$ cat src/rtl/gpu_setup_pkg.sv
// Shared widths and FSM state encoding for the triangle setup slice.
package gpu_setup_pkg;
  localparam int COORD_W = 16;
  localparam int COEF_W  = 17;
  localparam int CONST_W = 33;
  localparam int AREA_W  = 35;

  typedef enum logic [2:0] {
    IDLE,
    EDGE0,
    EDGE1,
    EDGE2,
    AREA,
    NORM,
    OUT
  } state_t;
endpackage

$ cat src/rtl/edge_calc.sv
// Edge equation coefficients for the directed edge vertex i -> vertex j.
// Purely combinational; A = yi-yj, B = xj-xi, C = xi*yj - xj*yi at full width.
module edge_calc
  import gpu_setup_pkg::*;
(
  input  logic [15:0]        xi,
  input  logic [15:0]        yi,
  input  logic [15:0]        xj,
  input  logic [15:0]        yj,
  output logic signed [16:0] a,
  output logic signed [16:0] b,
  output logic signed [32:0] c
);
  logic [2*COORD_W-1:0] p_ij;
  logic [2*COORD_W-1:0] p_ji;

  assign p_ij = (2*COORD_W)'(xi) * (2*COORD_W)'(yj);
  assign p_ji = (2*COORD_W)'(xj) * (2*COORD_W)'(yi);

  assign a = $signed({1'b0, yi}) - $signed({1'b0, yj});
  assign b = $signed({1'b0, xj}) - $signed({1'b0, xi});
  assign c = $signed({1'b0, p_ij}) - $signed({1'b0, p_ji});
endmodule

$ cat src/rtl/triangle_setup.sv
// Triangle setup: latches a triangle, computes three edge equations over three cycles,
// orients them by signed area, clamps the bbox and hands the result to the rasterizer.
module triangle_setup
  import gpu_setup_pkg::*;
#(
  parameter int SCREEN_W = 640,
  parameter int SCREEN_H = 480
) (
  input  logic               clk,
  input  logic               reset,
  input  logic               data_ready,
  input  logic [15:0]        x1,
  input  logic [15:0]        y1,
  input  logic [15:0]        x2,
  input  logic [15:0]        y2,
  input  logic [15:0]        x3,
  input  logic [15:0]        y3,
  input  logic [7:0]         TexNum,
  output logic               next_triangle,
  output logic               tri_valid,
  input  logic               tri_ready,
  output logic [15:0]        bb_xmin,
  output logic [15:0]        bb_xmax,
  output logic [15:0]        bb_ymin,
  output logic [15:0]        bb_ymax,
  output logic signed [16:0] a0,
  output logic signed [16:0] a1,
  output logic signed [16:0] a2,
  output logic signed [16:0] b0,
  output logic signed [16:0] b1,
  output logic signed [16:0] b2,
  output logic signed [32:0] c0,
  output logic signed [32:0] c1,
  output logic signed [32:0] c2,
  output logic [7:0]         tex_out,
  output logic               drop,
  output logic               busy
);
  localparam logic [COORD_W-1:0] X_LIM = COORD_W'(SCREEN_W - 1);
  localparam logic [COORD_W-1:0] Y_LIM = COORD_W'(SCREEN_H - 1);

  state_t                     state;
  logic [COORD_W-1:0]         vx [3];
  logic [COORD_W-1:0]         vy [3];
  logic signed [COEF_W-1:0]   ea [3];
  logic signed [COEF_W-1:0]   eb [3];
  logic signed [CONST_W-1:0]  ec [3];
  logic [COORD_W-1:0]         xmin, xmax, ymin, ymax;
  logic signed [AREA_W-1:0]   s_area;

  logic [1:0]                 ei, ej;
  logic signed [COEF_W-1:0]   e_a, e_b;
  logic signed [CONST_W-1:0]  e_c;
  logic                       neg;

  // One edge_calc shared by all three edge states; the state picks the vertex pair.
  always_comb begin
    ei = 2'd0;
    ej = 2'd1;
    case (state)
      EDGE1: begin ei = 2'd1; ej = 2'd2; end
      EDGE2: begin ei = 2'd2; ej = 2'd0; end
      default: ;
    endcase
  end

  edge_calc u_edge (
    .xi (vx[ei]),
    .yi (vy[ei]),
    .xj (vx[ej]),
    .yj (vy[ej]),
    .a  (e_a),
    .b  (e_b),
    .c  (e_c)
  );

  assign neg  = s_area[AREA_W-1];
  assign busy = (state != IDLE);

  always_ff @(posedge clk or negedge reset) begin
    if (!reset) begin
      state         <= IDLE;
      next_triangle <= 1'b0;
      tri_valid     <= 1'b0;
      drop          <= 1'b0;
      tex_out       <= '0;
      bb_xmin       <= '0;
      bb_xmax       <= '0;
      bb_ymin       <= '0;
      bb_ymax       <= '0;
      a0 <= '0; a1 <= '0; a2 <= '0;
      b0 <= '0; b1 <= '0; b2 <= '0;
      c0 <= '0; c1 <= '0; c2 <= '0;
      xmin <= '0; xmax <= '0; ymin <= '0; ymax <= '0;
      s_area <= '0;
      for (int k = 0; k < 3; k++) begin
        vx[k] <= '0;
        vy[k] <= '0;
        ea[k] <= '0;
        eb[k] <= '0;
        ec[k] <= '0;
      end
    end else begin
      next_triangle <= 1'b0;
      drop          <= 1'b0;
      case (state)
        IDLE: if (data_ready) begin
          vx[0] <= x1; vy[0] <= y1;
          vx[1] <= x2; vy[1] <= y2;
          vx[2] <= x3; vy[2] <= y3;
          tex_out       <= TexNum;
          next_triangle <= 1'b1;
          state         <= EDGE0;
        end
        EDGE0, EDGE1, EDGE2: begin
          ea[ei] <= e_a;
          eb[ei] <= e_b;
          ec[ei] <= e_c;
          // Each edge state folds its start vertex into the running bbox.
          if (state == EDGE0) begin
            xmin <= vx[ei]; xmax <= vx[ei];
            ymin <= vy[ei]; ymax <= vy[ei];
          end else begin
            if (vx[ei] < xmin) xmin <= vx[ei];
            if (vx[ei] > xmax) xmax <= vx[ei];
            if (vy[ei] < ymin) ymin <= vy[ei];
            if (vy[ei] > ymax) ymax <= vy[ei];
          end
          state <= (state == EDGE0) ? EDGE1 : (state == EDGE1) ? EDGE2 : AREA;
        end
        AREA: begin
          s_area <= AREA_W'(ec[0]) + AREA_W'(ec[1]) + AREA_W'(ec[2]);
          state  <= NORM;
        end
        NORM: begin
          if (s_area == '0 || xmin > X_LIM || ymin > Y_LIM) begin
            drop  <= 1'b1;
            state <= IDLE;
          end else begin
            a0 <= neg ? -ea[0] : ea[0];
            a1 <= neg ? -ea[1] : ea[1];
            a2 <= neg ? -ea[2] : ea[2];
            b0 <= neg ? -eb[0] : eb[0];
            b1 <= neg ? -eb[1] : eb[1];
            b2 <= neg ? -eb[2] : eb[2];
            c0 <= neg ? -ec[0] : ec[0];
            c1 <= neg ? -ec[1] : ec[1];
            c2 <= neg ? -ec[2] : ec[2];
            bb_xmin   <= xmin;
            bb_ymin   <= ymin;
            bb_xmax   <= (xmax > X_LIM) ? X_LIM : xmax;
            bb_ymax   <= (ymax > Y_LIM) ? Y_LIM : ymax;
            tri_valid <= 1'b1;
            state     <= OUT;
          end
        end
        OUT: if (tri_ready) begin
          tri_valid <= 1'b0;
          state     <= IDLE;
        end
        default: state <= IDLE;
      endcase
    end
  end
endmodule

$ cat config.mk
export PLATFORM = sky130hd
export DESIGN_NAME = triangle_setup
export DESIGN_NICKNAME = d
export VERILOG_FILES = /design/src/rtl/gpu_setup_pkg.sv /design/src/rtl/edge_calc.sv /design/src/rtl/triangle_setup.sv
export SDC_FILE = /design/constraint.sdc
export NUM_CORES = 2
export LEC_CHECK = 0
export CAP_MARGIN = 15
export CORE_UTILIZATION = 55
export DETAILED_ROUTE_END_ITERATION = 12
export GPL_TIMING_DRIVEN = 0
export PLACE_DENSITY = 0.75
export SLEW_MARGIN = 20
export SYNTH_ARGS = -nofsm -noshare
export SYNTH_HDL_FRONTEND = slang
export SYNTH_HIERARCHICAL = 1
export SYNTH_SLANG_ARGS = --single-unit
$ cat constraint.sdc
create_clock -name clk -period 11.6 [get_ports clk]
set_input_delay 2.9 -clock clk [delete_from_list [all_inputs] [get_ports clk]]
set_output_delay 2.9 -clock clk [all_outputs]
set_load 0.005 [all_outputs]
==> metrics <==
Inserted Clock Buffers=75; fill cell total of the finished layout=7727; final hold violation count=0; worst reg-to-reg path cell count=26; Nets=about 6800; Synth area leaders=dfrtp_1, fa_1, ha_1, mux2_2, nand2_1; Setup Fix Bufs, Post-CTS=0; RSZ-0062 raised after global routing=no; Synth Flop Type=dfrtp_1; area of the multi-input gates=between 30000 and 40000 sq um; CP max stage cell=clkbuf_1; CP Capture Point=ec[30]$_DFFE_PN0P_; worst-margin pin slew=~1.3 ns; Crit. Startpoint=state[0]$_DFFE_PN0P_; port bufs=384; 1st-iter DRT viols=approximately 4200; sequential fraction of the synthesis area=31.97%; yosys warns=6; Die Wd=about 310 microns; syn nets=about 6300; Reg clk slew, reported paths=about 0.06 ns; Post-Place Cells=roughly 7100; row cnt=approximately 110; share of the synthesized area in the top cell type=around a third; Core Area=95010 sq um; skew final=approximately 0.044 ns; Synth-to-Final Area Change=16.69%; area leader, netlist=dfrtp_1; Vias=around 43000; Worst Setup Path Type=register to register; Residual DRC=0; Mapped Area=around 53000 sq um; crit-path leading delay family=adder cells; crit-path max cell delay=0.73 ns; non-filler instance count after layout=7231; Total GRT Usage=between 30% and 40%; largest net degree at the start of global routing=between 100 and 150; clk root buf=clkbuf_16; Max Clk Rate=roughly 90 MHz; TritonCTS clock tree=built; post-synth cell types=75; first-pass GRT wire length=around 260 mm; FF+latch area=about 17000 sq um; Final setup viols=0; max cap viols=0; grt ovf=0; clk buf depth=3; CP Data Required Time=12.15 ns; clock sink count=675; Die Outline Area=97300 sq um; WP depth=26; RR Endpoint=ec[30]$_DFFE_PN0P_; routed len/inst=between 20 and 25 microns; starting density of the core=55.60%; I/O Pins=a little under 400; final worst-path cycle share=between 90% and 100%; count leader, synth=nand2_1; hold_buf cts=0; number of global-route vias before repair=about 43000; router iterations before antenna repair=6; cell area after placement=59140 sq um; Worst Hold Slack=0.4768 ns; worst-path fanout max=10; CP Capture Type=register; most used cell, CP=fa_1; share of layout cells above drive strength 1=between 10% and 20%; Finished Cell Area=just over 60000 sq um; top post-synthesis cells by count=nand2_1, inv_1, dfrtp_1, fa_1, o21ai_0; DP HPWL=between 100 and 150 mm; H-tree Lvls=3; flop2flop setup slack=around 0.49 ns; CP arrival=11.65 ns; Clk Latency, worst-skew pair=0.68 ns; WP buf/inv=9; post-synthesis average cell area=around 10 sq um; Mapped Cells=roughly 5400; slew margin rel.=between 10% and 20%; Post-synth EDFFs=0; routed vias/inst=around 6; Worst Setup Start Kind=register; async set or reset register ratio after synthesis=100.0%; outcome=finished clean; Max Slew Vio Count=0; hold crit path type=register to register; routed wire length=around 170 mm; RD Place Congestion=between 1 and 1.5; antenna-violating nets left=0; die span in y=slightly above 300 microns; initial antenna violation count=6; Setup TNS Final=0 ns; Final Critical Period=approximately 11 ns; Seq cells post-synth=slightly below 700; RR Startpoint=state[0]$_DFFE_PN0P_
==> flip-flops by register name, indices dropped and copies added (netlist names), 33 cells and up <==
| register | cells |
|---|---|
| c0 | 33 |
| c1 | 33 |
| c2 | 33 |
| vx | 48 |
| eb | 51 |
| s_area | 35 |
| ea | 51 |
| ec | 99 |
| vy | 48 |
==> layer usage <==
| metal | global-route usage, % | share of wire, % | up-vias |
|---|---|---|---|
| li1 | - | - | 18740 |
| met3 | 8.212 | 9.3 | 437 |
| met2 | 54.71 | 45 | 2066 |
| met5 | 0 | 0 | - |
| met4 | 18.42 | 5.6 | 0 |
| met1 | 47.29 | 40 | 21460 |
==> metrics by stage <==
stage,setup slack (ns),util (%)
after floorplan,2.148,-
after global placement,-22.29,61.31
after detailed placement,-0.1618,62.25
after CTS,0.03041,64.85
after global routing,0.08813,64.87
final,0.4933,64.88
==> kinds of logic after synthesis <==
group,count (synthesis),share of synthesized area [%]
compound gates,831,9.455
fa+ha+maj,824,26.45
simple gates,1478,12.73
flops,675,31.97
xor+xnor,251,4.161
mux,415,8.673
buf+inv,921,6.556
==> how the worst min path moves through the flow <==
| stage | from | end | slack, ns | depth (start not counted) |
|---|---|---|---|---|
| 3_5_place_dp | bb_ymin[7]$_DFFE_PN0P_ | bb_ymin[7]$_DFFE_PN0P_ | 0.47 | 2 |
| 4_1_cts | bb_ymin[7]$_DFFE_PN0P_ | bb_ymin[7]$_DFFE_PN0P_ | 0.48 | 2 |
| 5_1_grt | s_area[18]$_DFFE_PN0N_ | s_area[18]$_DFFE_PN0N_ | 0.50 | 1 |
| 6_report | c1[20]$_DFFE_PN0P_ | c1[20]$_DFFE_PN0P_ | 0.48 | 2 |
| 2_1_floorplan | s_area[1]$_DFFE_PN0N_ | s_area[1]$_DFFE_PN0N_ | 0.45 | 2 |
| 3_3_place_gp | c1[18]$_DFFE_PN0P_ | c1[18]$_DFFE_PN0P_ | 0.46 | 2 |
==> layout by cell type, fill, tap and decap left out, drive strengths merged, types with 12 or more instances in the layout <==
cell type | synthesis | layout
nand2 | 760 | 760
inv | 686 | 692
dfrtp | 675 | 675
fa | 488 | 488
o21ai | 476 | 476
clkdlybuf4s50 | 0 | 383
mux2 | 342 | 342
ha | 336 | 336
clkbuf | 215 | 318
nor2 | 231 | 231
xor2 | 172 | 172
and2 | 165 | 165
a21oi | 96 | 96
xnor2 | 79 | 79
mux2i | 73 | 73
nand3 | 72 | 72
buf | 15 | 64
o31ai | 58 | 58
nor3 | 45 | 45
a21o | 43 | 43
nor4 | 31 | 31
or3 | 31 | 31
or4 | 28 | 28
o21a | 27 | 27
nand4 | 26 | 26
nand2b | 24 | 24
clkinv | 5 | 20
nor3b | 19 | 19
nor2b | 19 | 19
a211oi | 19 | 19
o41ai | 19 | 19
a222oi | 16 | 16
or2 | 12 | 12
==> layout make-up <==
type	instances	share of cell area [%]
diodes	8	0.03247
flip-flops and latches	675	27.40
plain buffers	229	1.445
well taps	1265	2.567
multi-input cells	3799	52.96
clock buffers	104	3.515
inverters	691	4.207
repair buffers	434	7.398
clock inverters	26	0.4729
==> worst min-delay path: stages, from the launching register on <==
cell and delay [ns]:
dfrtp_1 0.34, nand2_1 0.04, o21ai_0 0.06
==> what timing repair did <==
item / 4_1_cts / 5_1_grt
endpoints found under the setup margin: 24 / 54
gates resized for setup: 3 / 14
gates cloned: 0 / 0
Power is left out: the tool's default activity adds up to more than one toggle a clock period on the data nets, which glitch-free logic cannot reach.
